===== src/rtl/rom2ram_copy_ctrl.sv =====
// Purpose : copies DEPTH words from a synchronous ROM into a single-port synchronous RAM
//           on a start pulse, then optionally re-reads both memories and counts mismatches.
// Latency : 1 + (1+VERIFY_EN)*(DEPTH+RD_LAT) cycles from accepted start to the done pulse.
// Backpressure: none; start is ignored while busy or in DONE, and abort cancels the job.
//
// Ports:
//   clk, rst_n              clock, synchronous active-low reset
//   start, abort            job request (IDLE only) / job cancel (COPY or VERIFY)
//   busy, done              job in progress / one-cycle completion pulse
//   rom_addr, rom_data      ROM read port (data RD_LAT cycles after address)
//   ram_addr, ram_we,
//   ram_din, ram_dout       RAM port (write during COPY, read during VERIFY)
//   err_cnt, first_err_addr,
//   err_flag                verify results, held until the next accepted start
module rom2ram_copy_ctrl #(
  parameter int DATA_W    = 8,
  parameter int ADDR_W    = 10,
  parameter int DEPTH     = 1024,
  parameter int RD_LAT    = 1,
  parameter int VERIFY_EN = 1
) (
  input  logic              clk,
  input  logic              rst_n,
  input  logic              start,
  input  logic              abort,
  output logic              busy,
  output logic              done,
  output logic [ADDR_W-1:0] rom_addr,
  input  logic [DATA_W-1:0] rom_data,
  output logic [ADDR_W-1:0] ram_addr,
  output logic              ram_we,
  output logic [DATA_W-1:0] ram_din,
  input  logic [DATA_W-1:0] ram_dout,
  output logic [ADDR_W:0]   err_cnt,
  output logic [ADDR_W-1:0] first_err_addr,
  output logic              err_flag
);

  typedef enum logic [1:0] {
    S_IDLE,
    S_COPY,
    S_VERIFY,
    S_DONE
  } state_t;

  localparam logic [ADDR_W-1:0] LAST_ADDR = ADDR_W'(DEPTH - 1);

  state_t                         state_q, state_d;
  logic [ADDR_W-1:0]              addr_q, addr_d;       // read/issue counter
  logic                           issue_q, issue_d;     // counter currently issuing reads
  logic [RD_LAT-1:0]              dly_vld_q, dly_vld_d; // issue valid, delayed by RD_LAT
  logic [RD_LAT-1:0][ADDR_W-1:0]  dly_addr_q, dly_addr_d;
  logic [ADDR_W:0]                err_cnt_q, err_cnt_d;
  logic [ADDR_W-1:0]              first_err_q, first_err_d;

  logic                           pipe_vld;
  logic [ADDR_W-1:0]              pipe_addr;
  logic                           phase_end;
  logic                           wr_en;

  // The oldest pipe stage lines up with the data currently returned by both memories.
  assign pipe_vld  = dly_vld_q[RD_LAT-1];
  assign pipe_addr = dly_addr_q[RD_LAT-1];
  // A phase ends when the data for the last address has come back.
  assign phase_end = pipe_vld && (pipe_addr == LAST_ADDR);

  always_comb begin
    state_d     = state_q;
    addr_d      = addr_q;
    issue_d     = issue_q;
    err_cnt_d   = err_cnt_q;
    first_err_d = first_err_q;
    wr_en       = 1'b0;

    // Delay pipe shifts every cycle; stage 0 captures the current issue.
    dly_vld_d[0]  = issue_q;
    dly_addr_d[0] = addr_q;
    for (int i = 1; i < RD_LAT; i++) begin
      dly_vld_d[i]  = dly_vld_q[i-1];
      dly_addr_d[i] = dly_addr_q[i-1];
    end

    // Issue counter stops at the last address instead of wrapping.
    if (issue_q) begin
      if (addr_q == LAST_ADDR) begin
        issue_d = 1'b0;
      end else begin
        addr_d = addr_q + ADDR_W'(1);
      end
    end

    case (state_q)
      S_IDLE: begin
        // start has priority over abort here; abort is meaningless in IDLE.
        if (start) begin
          state_d     = S_COPY;
          addr_d      = '0;
          issue_d     = 1'b1;
          dly_vld_d   = '0;
          err_cnt_d   = '0;
          first_err_d = '0;
        end
      end

      S_COPY: begin
        if (abort) begin
          state_d   = S_IDLE;
          issue_d   = 1'b0;
          dly_vld_d = '0;
        end else begin
          wr_en = pipe_vld;
          if (phase_end) begin
            if (VERIFY_EN != 0) begin
              state_d   = S_VERIFY;
              addr_d    = '0;
              issue_d   = 1'b1;
              dly_vld_d = '0;
            end else begin
              state_d = S_DONE;
            end
          end
        end
      end

      S_VERIFY: begin
        if (abort) begin
          state_d   = S_IDLE;
          issue_d   = 1'b0;
          dly_vld_d = '0;
        end else begin
          if (pipe_vld && (rom_data != ram_dout)) begin
            err_cnt_d = err_cnt_q + (ADDR_W+1)'(1);
            if (err_cnt_q == '0) begin
              first_err_d = pipe_addr;
            end
          end
          if (phase_end) begin
            state_d = S_DONE;
          end
        end
      end

      S_DONE: begin
        state_d = S_IDLE;
      end

      default: begin
        state_d = S_IDLE;
      end
    endcase
  end

  always_ff @(posedge clk) begin
    if (!rst_n) begin
      state_q     <= S_IDLE;
      addr_q      <= '0;
      issue_q     <= 1'b0;
      dly_vld_q   <= '0;
      dly_addr_q  <= '0;
      err_cnt_q   <= '0;
      first_err_q <= '0;
    end else begin
      state_q     <= state_d;
      addr_q      <= addr_d;
      issue_q     <= issue_d;
      dly_vld_q   <= dly_vld_d;
      dly_addr_q  <= dly_addr_d;
      err_cnt_q   <= err_cnt_d;
      first_err_q <= first_err_d;
    end
  end

  assign busy           = (state_q == S_COPY) || (state_q == S_VERIFY);
  assign done           = (state_q == S_DONE);
  assign rom_addr       = addr_q;
  // COPY writes at the delayed address; VERIFY reads RAM alongside the ROM.
  assign ram_addr       = (state_q == S_COPY) ? pipe_addr : addr_q;
  assign ram_we         = wr_en;
  // ROM data goes straight to the RAM; zeroed when not writing so the bus idles at 0.
  assign ram_din        = wr_en ? rom_data : '0;
  assign err_cnt        = err_cnt_q;
  assign first_err_addr = first_err_q;
  assign err_flag       = (err_cnt_q != '0);

endmodule


===== config.mk =====
export PLATFORM = sky130hd
export DESIGN_NAME = rom2ram_copy_ctrl
export DESIGN_NICKNAME = d
export VERILOG_FILES = /design/src/rtl/rom2ram_copy_ctrl.sv
export SDC_FILE = /design/constraint.sdc
export NUM_CORES = 1
export LEC_CHECK = 0
export CAP_MARGIN = 20
export CORE_ASPECT_RATIO = 0.9
export CORE_MARGIN = 2
export CORE_UTILIZATION = 50
export CTS_CLUSTER_DIAMETER = 120
export CTS_CLUSTER_SIZE = 40
export DETAILED_ROUTE_END_ITERATION = 7
export PLACE_DENSITY = 0.83
export SYNTH_ARGS = -nofsm -noshare
export SYNTH_HDL_FRONTEND = slang
export SYNTH_SLANG_ARGS = --single-unit

===== constraint.sdc =====
create_clock -name clk -period 4.1 [get_ports clk]
set_clock_uncertainty 0.05 [all_clocks]
set_input_delay 1.025 -clock clk [delete_from_list [all_inputs] [get_ports clk]]
set_output_delay 1.025 -clock clk [all_outputs]
set_load 0.05 [all_outputs]

==> results of run 1 <==
-- worst reg2reg max path: stages (launching register included) --
cell	delay (ps)
dfxtp_1	340
inv_1	90
ha_1	530
nor2b_1	560
a21oi_1	170
o21ai_2	400
nor2_1	100
-- flip-flops by register name, indices dropped and copies added (netlist names) --
name,cells
first_err_addr,10
rom_addr,10
dly_addr_q,10
err_cnt,11
state_q,2
issue_q,1
dly_vld_q,1
-- power by group --
part | switching [mW] | internal, mW | leakage, nW | total (mW)
registers | 0.00667 | 0.442 | 0.363 | 0.448
logic | 0.0746 | 0.0540 | 0.761 | 0.129
clock network | 0.141 | 0.134 | 0.0443 | 0.275
total | 0.222 | 0.629 | 1.17 | 0.851
-- stage by stage --
step | worst slack [ps] | total power, mW | instances
final | 608 | 0.851 | 380
after global routing | 526 | 0.882 | 380
after CTS | 625 | 0.855 | 380
after detailed placement | 632 | 0.586 | 373
after global placement | 692 | 0.584 | 373
after floorplan | 1030 | 0.538 | 246
-- area by class of cell --
class,instances,area share (%)
repair buffers,74,25.7
inverters,7,0.816
multi-input cells,185,40.4
flip-flops and latches,45,28.0
clock buffers,7,2.68
well taps,62,2.41
-- kinds of logic after synthesis --
| logic type | synth area share, % |
|---|---|
| adders and majority gates | 3.85 |
| xor gates and xnor gates | 6.16 |
| and+or+nand+nor | 23.6 |
| AOI/OAI and AO/OA | 17.8 |
| buffers and inverters | 3.24 |
| DFF | 39.6 |
| muxes | 5.77 |
-- path summary, 6_finish.rpt --
path	startpoint	endpoint	slack, ps	depth (start not counted)
max	abort	ram_din[4]	610	4
min	issue_q	dly_vld_q	430	1
max reg2reg	state_q[1]	rom_addr[5]	1750	6
min reg2reg	issue_q	dly_vld_q	430	1
-- synthesized netlist by cell type (3+ instances only) --
| cell type | instances |
|---|---|
| ha_1 | 7 |
| and3_1 | 10 |
| nor2b_1 | 6 |
| or3_1 | 3 |
| o2111ai_1 | 4 |
| and2_1 | 12 |
| nor3_1 | 5 |
| dfxtp_1 | 45 |
| mux2_2 | 9 |
| mux2i_1 | 3 |
| nand2_1 | 23 |
| inv_1 | 7 |
| xnor2_1 | 11 |
| nand3_1 | 8 |
| clkbuf_1 | 5 |
| a22o_1 | 10 |
| o21ai_1 | 3 |
| xor2_1 | 5 |
| nor2_1 | 17 |
| a21oi_1 | 8 |
| a2111o_1 | 7 |
| nand4_1 | 10 |
-- layer usage --
metal	vias up	global-route usage [%]
met4	0	12.1
met2	56	38.8
li1	1039	-
met1	986	28.9
met5	-	0
met3	12	4.12
==> results_dict.tcl, run 1 <==
set metrics [dict create \
    drc 0 \
    cts_tree "built" \
    nFillCells 327 \
    final_common_cell "clkdlybuf4s50_1" \
    port-buffer-count 72 \
    die_h_um 68.0 \
    met2_length_um 2900 \
    critPathSlowestCell "nor2b_1" \
    totalWireLength_um 5820 \
    crit_path_cell_trace "clkdlybuf4s50_1 > nor2b_1 > and3_1 > buf_12" \
    synth_fp_nets 273 \
    grt_pass1_wl_um 9070 \
    cp_top_family "simple AND/OR/NAND/NOR gates" \
    die_area_um2 5110 \
    synth.avg_cell_area_um2 9.25 \
    synthesis.area_um2 2280 \
    detailed_place_hpwl_um 4420 \
    gr-total-overflow 0 \
    max_freq_ghz 0.286 \
    synth_ff_type "dfxtp_1" \
    start_kind "input pin" \
    antenna_cells 0 \
    grt_pass1_vias 1938 \
    seq_area_um2 901 \
    top_layer "met4" \
    finalMaxSlewViolations 0 \
    yosysSeqAreaShare_pct 39.6 \
    insertion_delay_ps 300 \
    numCtsBuffers 5 \
    relSlewSlack_pct 47.2 \
    mostFrequentLayoutCells "63 x clkdlybuf4s50_1, 45 x dfxtp_1, 23 x nand2_1, 17 x nor2_1, 12 x and2_1" \
    crit_fanout 11 \
    maxCapViolations 0 \
    yosysTopAreaCell "dfxtp_1" \
    leakagePower_nw 1.17 \
    initial_core_util_pct 51.7 \
    ctsHoldBuffers 0 \
    synth_edf_count 0 \
    synth_top_area_share_pct 39.6 \
    async_flop_share_pct 0 \
    wl_per_cell_um 15.3 \
    critPathMaxStageDelay_ps 480 \
    hold_ws_ps 434 \
    via_per_inst 5.51 \
    period_minus_slack_ps 3490 \
    status "finished, final reports clean" \
    hold_class "flip-flop to flip-flop" \
    dr.first_iter.drc_count 96 \
    yosysWarnings 0 \
    critPathCaptureType "output pin" \
    finish.utilization_pct 73.1 \
    cts-htree-levels 2 \
    rsz0062_at_grt "no" \
    setup_violations 0 \
    placed_area_um2 3130 \
    syn_inst 246 \
    ant_nets 0 \
    cp.arrival_ps 2420 \
    worst_pin_slew_ps 791 \
    multi_input_area_um2 1300 \
    grt_start_max_net_pins 24 \
    ys_ff_latch 45 \
    post_cts_buffers 0 \
    area_growth_pct 41.4 \
    final_nets 345 \
    wl_met3_um 224 \
    dr.pass1.iters 4 \
    final_area_um2 3220 \
    clock_sinks 45 \
    grt_usage_pct 23.4 \
    power_density_nw_per_um2 265 \
    pin_count 73 \
    clk_pin_slew_ps 70 \
    cts-resized-gates 0 \
    rows 23 \
    worst-path-buf-inv 2 \
    yosysUniqueCellTypes 45 \
    via_count 2093 \
    gp_congestion 0.858 \
    ys_top_cells_by_area "dfxtp_1 40%, mux2_2 4.5%, xnor2_1 4.2%, a22o_1 3.8%, ha_1 3.8%" \
    die_w_um 75.1 \
    drive_above_1_share_pct 10.4 \
    worst_ep_required_time_ps 3020 \
    clockBufferDepth 2 \
    antenna_found_initial 0 \
    post-route-period-util_pct 85.2 \
    core_area_um2 4400 \
    vdd_drop_max_uv 266 \
    ctsRootBufferMaster "clkbuf_8" \
    wl_met1_um 2590 \
    finalHoldViolCount 0 \
    critical_path_class "input pin to output pin" \
    tns_ps 0 \
]
Note: power is estimated with default switching activity, not from simulation.
==> run 2, diff against run 1 <==
Settings changed: CORE_MARGIN 2 to not set.
==> results_dict.tcl, run 2 (synthesized netlist as in run 1, its figures left out) <==
set metrics [dict create \
    initial_core_util_pct 54.0 \
    finalHoldViolCount 0 \
    finalPower_mw 0.873 \
    hold_class "flip-flop to flip-flop" \
    clk_pin_slew_ps 90 \
    cts_tree "built" \
    pin_count 73 \
    ctsRootBufferMaster "clkbuf_8" \
    final_nets 345 \
    numCtsBuffers 5 \
    die_area_um2 4830 \
    instances_no_fill 379 \
    dr.first_iter.drc_count 125 \
    grt_start_max_net_pins 24 \
    cp.arrival_ps 2440 \
    via_per_inst 5.66 \
    grt_pass1_wl_um 9560 \
    finalMaxSlewViolations 0 \
    nFillCells 329 \
    drive_above_1_share_pct 11.0 \
    start_kind "input pin" \
    rsz0062_at_grt "no" \
    clockBufferDepth 2 \
    worst_pin_slew_ps 779 \
    max_freq_ghz 0.284 \
    port-buffer-count 72 \
    gp_congestion 0.843 \
    critical_path_class "input pin to output pin" \
    totalWireLength_um 5840 \
    largest_reg_flops 11 \
    ctsHoldBuffers 0 \
    antenna_cells 0 \
    area_growth_pct 41.8 \
    crit_fanout 11 \
    detailed_place_hpwl_um 4370 \
    final_common_cell "clkdlybuf4s50_1" \
    dp_cells 371 \
    ant_nets 0 \
    post_cts_buffers 0 \
    clock_sinks 45 \
    grt_pass1_vias 1955 \
    leakagePower_nw 1.18 \
    grt_usage_pct 25.9 \
    cts-htree-levels 2 \
    power_density_nw_per_um2 271 \
    die_w_um 73.1 \
    die_h_um 66.0 \
    finish.utilization_pct 76.6 \
    critPathCaptureType "output pin" \
    critPathMaxStageDelay_ps 470 \
    rows 22 \
    period_minus_slack_ps 3520 \
    status "finished, final reports clean" \
    setup_violations 0 \
    insertion_delay_ps 300 \
    mostFrequentLayoutCells "63 x clkdlybuf4s50_1, 45 x dfxtp_1, 23 x nand2_1, 17 x nor2_1, 12 x and2_1" \
    antenna_found_initial 0 \
    maxCapViolations 0 \
    post-route-period-util_pct 85.8 \
    via_count 2144 \
    worst_ep_required_time_ps 3020 \
    core_area_um2 4210 \
    dr.pass1.iters 4 \
    critPathSlowestCell "clkdlybuf4s50_1" \
    vdd_drop_max_uv 256 \
    crit_path_cell_trace "clkdlybuf4s50_1 > nor2b_1 > and3_1 > buf_12" \
    relSlewSlack_pct 48.0 \
    cts-resized-gates 0 \
    drc 0 \
    gr-total-overflow 0 \
    tns_ps 0 \
    wl_per_cell_um 15.4 \
]
==> run 2: cell types whose count changed in the layout (fill, tap and decap cells not counted), sizes merged <==
cell / previous run / this run
clkbuf: 7 / 5
inv: 7 / 10
==> run 2: worst paths after layout <==
check | start | slack, ps | cells after the start | end
setup / recovery | abort | 580 | 4 | ram_din[0]
hold / removal | issue_q | 440 | 1 | dly_vld_q
setup reg to reg | state_q[1] | 1720 | 6 | rom_addr[3]
hold reg to reg | issue_q | 440 | 1 | dly_vld_q
==> run 2: report_power, final <==
part           leakage [nW]  total, mW  switching, mW  internal, mW
Combinational         0.761      0.128         0.0741        0.0538
Sequential            0.363      0.449        0.00704         0.442
Clock                0.0511      0.297          0.168         0.129
==> run 2: per-stage QoR <==
| stage | hold slack, ps | worst slack (ps) | cell area, um^2 |
|---|---|---|---|
| final | 440 | 583 | 3230 |
| after global placement | 414 | 672 | 3130 |
| after global routing | 460 | 506 | 3230 |
| after detailed placement | 424 | 620 | 3130 |
| after CTS | 435 | 603 | 3230 |
| after floorplan | 404 | 1030 | 2280 |
==> run 2: layout make-up <==
class	instances	area (um^2)	share of cell area, %
multi-input cells	185	1300	40.3
flip-flops and latches	45	901	27.9
clock buffers	5	68.8	2.13
repair buffers	74	826	25.6
inverters	7	26.3	0.814
well taps	60	75.1	2.33
clock inverters	3	28.8	0.892
==> run 2: critical path, delay by kind of cell <==
family	cells	cell delay, ps
buffers and inverters	2	630
and+or+nand+nor	2	780
==> run 2: per-layer routing <==
layer  global-route usage [%]  vias up  share of wire (%)
met5                        0        -                  0
met4                     6.62        0               0.58
met3                     4.12        4                3.9
met2                     42.8       58                 49
met1                     35.0     1032                 46
li1                         -     1050                  -
